[src/rtl/nebula_out_sched.sv]
// Output-port scheduler: round-robin arbitration over input-VC requesters,
// gated by per-VC downstream credits, with optional wormhole locking per packet.
module nebula_out_sched #(
  parameter int NREQ    = 20,
  parameter int VCS     = 4,
  parameter int CREDITS = 8,
  parameter int LOCK_EN = 1,
  localparam int VCW = (VCS > 1) ? $clog2(VCS) : 1,
  localparam int CW  = $clog2(CREDITS + 1),
  localparam int IW  = (NREQ > 1) ? $clog2(NREQ) : 1
) (
  input  logic                clk,
  input  logic                rst_n,
  input  logic [NREQ-1:0]     req_valid,
  input  logic [NREQ*VCW-1:0] req_vc,
  input  logic [NREQ-1:0]     req_tail,
  input  logic                tx_ready,
  input  logic                credit_valid,
  input  logic [VCW-1:0]      credit_vc,
  output logic [NREQ-1:0]     gnt,
  output logic                gnt_valid,
  output logic [IW-1:0]       gnt_idx,
  output logic [VCS*CW-1:0]   credit_cnt,
  output logic                locked,
  output logic                credit_err
);

  localparam logic [0:0] ST_IDLE   = 1'b0;
  localparam logic [0:0] ST_LOCKED = 1'b1;

  logic [0:0]    r_state;
  logic [IW-1:0] r_owner;
  logic [IW-1:0] r_rr_ptr;
  logic [IW-1:0] r_held_idx;
  logic          r_held_vld;
  logic [CW-1:0] r_credit [VCS];
  logic          r_credit_err;

  logic [NREQ-1:0] w_elig;
  logic            w_gnt_vld;
  logic [IW-1:0]   w_gnt_idx;
  logic [IW:0]     w_scan;
  logic [VCW-1:0]  w_gnt_vc;
  logic            w_gnt_tail;
  logic            w_fire;
  logic [VCS-1:0]  w_dec;
  logic [VCS-1:0]  w_inc;

  function automatic logic vc_in_range(input logic [VCW-1:0] vc);
    return (32'(vc) < VCS);
  endfunction

  function automatic logic [IW-1:0] next_idx(input logic [IW-1:0] idx);
    return (idx == IW'(NREQ - 1)) ? '0 : idx + 1'b1;
  endfunction

  // A requester is eligible only if its target VC exists and has a credit now.
  always_comb begin
    w_elig = '0;
    for (int i = 0; i < NREQ; i++) begin
      if (req_valid[i] && vc_in_range(req_vc[i*VCW +: VCW]))
        w_elig[i] = (r_credit[req_vc[i*VCW +: VCW]] != '0);
    end
  end

  // Priority: locked owner, then a stalled (held) grant, then round-robin scan.
  always_comb begin
    w_gnt_vld = 1'b0;
    w_gnt_idx = '0;
    w_scan    = '0;
    if (r_state == ST_LOCKED) begin
      if (w_elig[r_owner]) begin
        w_gnt_vld = 1'b1;
        w_gnt_idx = r_owner;
      end
    end else if (r_held_vld && w_elig[r_held_idx]) begin
      w_gnt_vld = 1'b1;
      w_gnt_idx = r_held_idx;
    end else begin
      for (int k = 0; k < NREQ; k++) begin
        w_scan = {1'b0, r_rr_ptr} + (IW+1)'(k);
        if (w_scan >= (IW+1)'(NREQ))
          w_scan = w_scan - (IW+1)'(NREQ);
        if (!w_gnt_vld && w_elig[w_scan[IW-1:0]]) begin
          w_gnt_vld = 1'b1;
          w_gnt_idx = w_scan[IW-1:0];
        end
      end
    end
  end

  always_comb begin
    gnt        = '0;
    w_gnt_vc   = '0;
    w_gnt_tail = 1'b0;
    for (int i = 0; i < NREQ; i++) begin
      if (w_gnt_idx == IW'(i)) begin
        gnt[i]     = w_gnt_vld;
        w_gnt_vc   = req_vc[i*VCW +: VCW];
        w_gnt_tail = req_tail[i];
      end
    end
  end

  assign w_fire    = w_gnt_vld & tx_ready;
  assign gnt_valid = w_gnt_vld;
  assign gnt_idx   = w_gnt_idx;
  assign locked    = (r_state == ST_LOCKED);
  assign credit_err = r_credit_err;

  // Arbitration state: the pointer only advances on a fire in IDLE.
  always_ff @(posedge clk or negedge rst_n) begin
    if (!rst_n) begin
      r_state    <= ST_IDLE;
      r_owner    <= '0;
      r_rr_ptr   <= '0;
      r_held_vld <= 1'b0;
      r_held_idx <= '0;
    end else if (r_state == ST_IDLE) begin
      if (w_fire) begin
        r_held_vld <= 1'b0;
        r_rr_ptr   <= next_idx(w_gnt_idx);
        if (!w_gnt_tail && (LOCK_EN != 0)) begin
          r_state <= ST_LOCKED;
          r_owner <= w_gnt_idx;
        end
      end else if (w_gnt_vld) begin
        r_held_vld <= 1'b1;
        r_held_idx <= w_gnt_idx;
      end else begin
        r_held_vld <= 1'b0;
      end
    end else if (w_fire && w_gnt_tail) begin
      r_state <= ST_IDLE;
    end
  end

  always_comb begin
    w_dec = '0;
    w_inc = '0;
    for (int v = 0; v < VCS; v++) begin
      w_dec[v] = w_fire && (w_gnt_vc == VCW'(v));
      w_inc[v] = credit_valid && (credit_vc == VCW'(v));
    end
  end

  // Simultaneous send and return on one VC cancel; a return into a full VC is an error.
  always_ff @(posedge clk or negedge rst_n) begin
    if (!rst_n) begin
      for (int v = 0; v < VCS; v++)
        r_credit[v] <= CW'(CREDITS);
      r_credit_err <= 1'b0;
    end else begin
      if (credit_valid && !vc_in_range(credit_vc))
        r_credit_err <= 1'b1;
      for (int v = 0; v < VCS; v++) begin
        if (w_inc[v] && !w_dec[v]) begin
          if (r_credit[v] == CW'(CREDITS))
            r_credit_err <= 1'b1;
          else
            r_credit[v] <= r_credit[v] + 1'b1;
        end else if (w_dec[v] && !w_inc[v]) begin
          r_credit[v] <= r_credit[v] - 1'b1;
        end
      end
    end
  end

  always_comb begin
    credit_cnt = '0;
    for (int v = 0; v < VCS; v++)
      credit_cnt[v*CW +: CW] = r_credit[v];
  end

endmodule

[config.mk]
export PLATFORM = sky130hd
export DESIGN_NAME = nebula_out_sched
export DESIGN_NICKNAME = d
export VERILOG_FILES = /design/src/rtl/nebula_out_sched.sv
export SDC_FILE = /design/constraint.sdc
export NUM_CORES = 1
export LEC_CHECK = 0
export ABC_AREA = 1
export BUFFER_PORTS_ARGS = -buffer_cell sky130_fd_sc_hd__buf_2
export CORE_AREA = 5 5 128 130
export DETAILED_ROUTE_END_ITERATION = 6
export DIE_AREA = 0 0 133 135
export PLACE_DENSITY_LB_ADDON = 0.15
export SLEW_MARGIN = 25
export SYNTH_ARGS = -nofsm -noshare
export SYNTH_HDL_FRONTEND = slang
export SYNTH_SLANG_ARGS = --single-unit
[constraint.sdc]
create_clock -name clk -period 9.59 [get_ports clk]
set_input_delay 1.918 -clock clk [delete_from_list [all_inputs] [get_ports clk]]
set_output_delay 1.918 -clock clk [all_outputs]
set_load 0.02 [all_outputs]
==> flow_summary.yaml, run 1 <==
run_status:
  status: "completed"
worst_setup_path:
  critPathRequiredTime_ns: 7.67
  slowest_delay_ns: 0.46
  cp_slowest_cell: "a2111oi_0"
  critical_path_class: "primary input to output pin"
  reg2reg_to: "credit_cnt[3]"
  path_max_fanout: 6
  reg2reg_depth: 56
  crit-reg2reg-launch: "r_rr_ptr[1]"
  cp.arrival_ns: 7.00
  path_common_cell: "inv_1"
  reg2reg_setup_slack_ns: 0.83
  end_kind: "output pin"
  critPathLaunchType: "primary input"
synthesis:
  async_reset_ff_frac: 1.00
  yosysWarnings: 0
  netlist_area_um2: 8860
  syn-instance-count: 1579
  synth_edf_count: 0
  ys_ff_latch: 34
  synth_ff_type: "dfrtp_1"
  synth_nets: 1723
  ys_seq_area_frac: 0.0965
  synth_cell_types: 66
  synth_area_per_cell_um2: 5.61
worst_hold_path:
  hold_class: "flip-flop to flip-flop"
  min_from: "credit_err"
  worstHoldEndpoint: "credit_err"
  min_delay_path_depth: 2
timing:
  finalSetupTns_ns: 0
  worstMarginPinSlew_ns: 0.953
  slew_viol_final: 0
  setup_violations: 0
  fin_skew_ns: 0.00570
  hold_viol_final: 0
  fmax_mhz: 112
  rsz0062_at_grt: "no"
  finalCritPeriodShare: 0.930
  slew_headroom: 0.363
  period_minus_slack_ns: 8.92
drt:
  routed_via_density: 6.00
  num_vias: 11300
  drt_iter0_markers: 1357
  detail-route-antenna-nets: 0
  drc: 0
  wirelength_mm: 33.3
  wl_per_cell_um: 17.6
  drt-pass1-iter-count: 6
floorplan:
  coreArea_um2: 15000
  dieArea_um2: 18000
  row_count: 45
  start_util: 0.590
  die_x_um: 133
  die_h_um: 135
  io_pins: 130
clocking:
  ctsHoldBuffers: 0
  cts-root-buf: "clkbuf_16"
  path_clk_slew_ns: 0.06
  cts_tree: "built"
  cts_buffers: 5
  cts.path.max_buffers: 2
  insertion_delay_ns: 0.28
  cts_num_sinks: 34
  cts.htree.levels: 2
grt:
  antenna_found_initial: 0
  grt_max_degree: 35
  grt_pass1_wl_mm: 52.6
  grt_pass1_vias: 10400
  gr-max-usage-layer: "met2"
  grt_usage: 0.358
  met3_usage: 0.0391
  grt_use_met2: 0.581
  gr-total-overflow: 0
  grtUsageMet1: 0.468
placement:
  hpwlAfterDp_mm: 27.0
  portBuffers: 129
  gp_congestion: 1.09
layout:
  diodes: 0
  layout_commonest_cell: "nand2_1"
  drive_above_1_share: 0.140
  nNetsFinal: 1845
  final_cell_mix: "nand2_1, inv_1, nand3_1, buf_2, nor2_1"
  area_growth_pct: 11.9
job:
  drv_cap: 0
==> how the worst max path moves through the flow <==
stage,startpoint,end,slack (ns),cells after the start
floorplan,req_vc[38],credit_cnt[15],1.90,63
global placement,req_vc[38],credit_cnt[3],0.65,59
detailed placement,req_vc[38],credit_cnt[15],0.52,62
CTS,req_vc[38],gnt[15],0.63,34
global route,req_vc[34],credit_cnt[3],0.02,59
finish,req_vc[38],gnt[15],0.67,33
==> sequential cells by signal, summed over array words and instances, names as in the netlist, named ones only <==
register / cells
r_owner: 5
r_held_vld: 1
r_held_idx: 5
credit_cnt: 16
credit_err: 1
r_rr_ptr: 5
==> cell families after synthesis <==
group,count (synthesis),synth area share
xor+xnor,57,0.0635
simple gates,923,0.476
mux,1,0.00113
fa+ha+maj,58,0.0861
flops,34,0.0965
buf+inv,264,0.117
compound gates,242,0.160
==> critical path, delay by kind of cell <==
kind	cells	cell delay, ns
AOI/OAI and AO/OA	5	1.64
and+or+nand+nor	17	1.63
buffers and inverters	9	1.29
adders and majority gates	2	0.50
==> synthesized netlist by cell type, types with 5 or more instances <==
cell type  instances  area [µm²]
nor2_1           128         480
nand2_2           17         106
o21ai_0           86         430
a31oi_1            9        56.3
dfrtp_1           30         751
and2_1             7        43.8
o21ai_1           14        70.1
nand2_1          441        1660
o211ai_1          10        75.1
nand3b_1          13        97.6
ha_1              53         663
nand3_1          206        1030
nand4_1           54         338
inv_2             16        60.1
inv_1            213         800
nor3_1            23         115
nor2_4             6        67.6
a21oi_1           71         355
o22ai_1           11        68.8
fa_1               5         100
buf_2             14        70.1
clkbuf_1          12        45.0
xor2_1            46         403
==> cell type report <==
type / instances / area, µm²
multi-input cells: 1281 / 7010
fillers: 1490 / 5110
inverters: 231 / 867
flip-flops and latches: 34 / 856
repair buffers: 148 / 788
well taps: 188 / 235
clock buffers: 5 / 125
clock inverters: 3 / 40.0
==> per-stage QoR <==
stage                     hold slack, ns  instance area (µm²)  utilization  instances  worst slack [ns]
after floorplan                    0.448                 8860            -       1579              1.90
after global placement             0.472                 9710        0.646       1881             0.645
after detailed placement           0.469                 9710        0.646       1881             0.525
after CTS                          0.482                 9880        0.657       1889             0.632
after global routing               0.497                 9920        0.660       1890            0.0235
final                              0.480                 9920        0.660       1890             0.670
==> per-layer routing <==
| layer | part of all wire | wire [µm] | up-vias |
|---|---|---|---|
| met5 | 0 | 0 | - |
| met4 | 0.060 | 1990 | 0 |
| met3 | 0.091 | 3020 | 127 |
| met2 | 0.45 | 14900 | 677 |
| met1 | 0.40 | 13400 | 5085 |
| li1 | - | - | 5457 |
==> repair_timing <==
item | CTS | global route
endpoints found under the hold margin | 0 | 0
resized for setup | 0 | 8
endpoints found under the setup margin | 0 | 5
setup buffers | 0 | 1
Power of run 1 is left out: the tool's default activity adds up to more than one toggle a clock period on the data nets, which glitch-free logic cannot reach.
==> inputs of run 2 (changes only) <==
--- a/config.mk
+++ b/config.mk
@@ -6,10 +6,10 @@
 export NUM_CORES = 1
 export LEC_CHECK = 0
 export ABC_AREA = 1
-export BUFFER_PORTS_ARGS = -buffer_cell sky130_fd_sc_hd__buf_2
 export CORE_AREA = 5 5 128 130
 export DETAILED_ROUTE_END_ITERATION = 6
 export DIE_AREA = 0 0 133 135
+export DONT_BUFFER_PORTS = 1
 export PLACE_DENSITY_LB_ADDON = 0.15
 export SLEW_MARGIN = 25
 export SYNTH_ARGS = -nofsm -noshare
==> run 2 against run 1 <==
Setup slack better by 0.14 ns. Fmax is 1.5% higher. Design area fell by 5.9%. Global-route usage down 0.90 points. Utilization fell by 3.9 points. Sequential share of layout area increased by 0.54 points. Die area is the same. Critical path depth is 24 higher. Wire length fell by 2.3%.
==> flow_summary.yaml, run 2 (synthesis gave the netlist of run 1 again) <==
run_status:
  status: "completed"
drt:
  highest_layer: "met4"
  drt-met1-wl_mm: 12.7
  drc: 0
  wl_per_cell_um: 18.4
  dr_wl_met3_mm: 3.04
  num_vias: 10800
  wirelength_mm: 32.5
  wl_met2_mm: 14.9
  drt-pass1-iter-count: 6
  drt_iter0_markers: 1061
  routed_via_density: 6.10
  detail-route-antenna-nets: 0
clocking:
  insertion_delay_ns: 0.28
  cts_buffers: 5
  path_clk_slew_ns: 0.05
  cts-root-buf: "clkbuf_16"
  cts.htree.levels: 2
  cts.path.max_buffers: 2
  cts_tree: "built"
  cts_num_sinks: 34
floorplan:
  coreArea_um2: 15000
  io_pins: 130
  start_util: 0.590
  die_x_um: 133
  dieArea_um2: 18000
  row_count: 45
  die_h_um: 135
worst_setup_path:
  critPathRequiredTime_ns: 9.81
  critical_path_class: "primary input to flip-flop"
  end_kind: "flip-flop"
  cp_slowest_cell: "a2111oi_0"
  cp.arrival_ns: 9.00
  slowest_delay_ns: 0.65
  critPathLaunchType: "primary input"
  path_max_fanout: 5
  path_common_cell: "nand2_1"
layout:
  fin_util: 0.621
  largest_register_ffs: 16
  layout_commonest_cell: "nand2_1"
  diodes: 0
  drive_above_1_share: 0.0779
  area_growth_pct: 5.32
  final_cell_mix: "nand2_1, inv_1, nand3_1, nor2_1, o21ai_0"
  nNetsFinal: 1721
  nFillCells: 1549
timing:
  fmax_mhz: 114
  finalSetupTns_ns: 0
  hold_viol_final: 0
  worstMarginPinSlew_ns: 0.893
  finalCritPeriodShare: 0.916
  setup_violations: 0
  slew_headroom: 0.403
  period_minus_slack_ns: 8.78
  fin_skew_ns: 0.00961
  slew_viol_final: 0
  rsz0062_at_grt: "no"
job:
  drv_cap: 0
grt:
  antenna_found_initial: 0
  grt_usage: 0.349
  gr-total-overflow: 0
  grt_pass1_wl_mm: 51.0
  grt_pass1_vias: 10000
  grt_max_degree: 35
placement:
  portBuffers: 0
  hpwlAfterDp_mm: 26.8
  gp_congestion: 1.03
worst_hold_path:
  hold_class: "flip-flop to flip-flop"
[run 2: cell count changes in the layout (fill, tap and decap cells not counted), moves of 2 or more]
| cell | delta |
|---|---|
| xor2_1 | -2 |
| buf_4 | +5 |
| nor2_2 | +2 |
| buf_2 | -129 |
| nor2_1 | -2 |
| xor2_2 | +2 |
[run 2: per-layer routing]
layer  global-route usage  vias to the layer above
met4                0.193                        0
met1                0.423                     4852
met5                    0                        -
met2                0.588                      603
li1                     -                     5215
met3               0.0607                      100
[run 2: cell type report]
cell class	instances	area, µm²	share of cell area
Clock inverter	2	12.5	0.00134
Inverter	231	867	0.0929
Tap cell	188	235	0.0252
Sequential cell	34	856	0.0917
Multi-Input combinational cell	1281	7050	0.755
Timing Repair Buffer	24	180	0.0193
Clock buffer	6	139	0.0149
[run 2: path summary, 6_finish.rpt]
| path | from | endpoint | slack [ns] | cells after the start |
|---|---|---|---|---|
| worst max-delay path | req_vc[16] | credit_cnt[3] | 0.81 | 57 |
| worst min-delay path | r_held_vld | r_held_vld | 0.52 | 2 |
| max in group asynchronous | rst_n | credit_cnt[15] | 8.08 | 0 |
| worst max register to register | r_rr_ptr[1] | credit_cnt[3] | 0.82 | 56 |
| min in group asynchronous | rst_n | credit_cnt[6] | 1.33 | 0 |
| worst min register to register | r_held_vld | r_held_vld | 0.52 | 2 |
[run 2: stage by stage]
step	instances	area (µm²)	setup slack, ns	hold slack, ns
after global placement	1758	9110	0.747	0.497
after global routing	1766	9340	0.0575	0.560
after CTS	1766	9260	0.643	0.517
after floorplan	1579	8860	1.90	0.448
final	1766	9340	0.805	0.522
after detailed placement	1758	9110	0.610	0.504
[run 2: worst max-delay path, delay by kind of cell]
family,cells,cell delay (ns)
AOI/OAI and AO/OA,6,1.74
adders and majority gates,2,0.56
and+or+nand+nor,43,4.05
buffers and inverters,6,0.75
[run 2: timing repair]
item	4_1_cts	5_1_grt
hold buffers	0	0
endpoints found under the setup margin	0	12
gates resized for setup	0	16
buffers inserted	0	0
Power of run 2 is left out for the same reason.
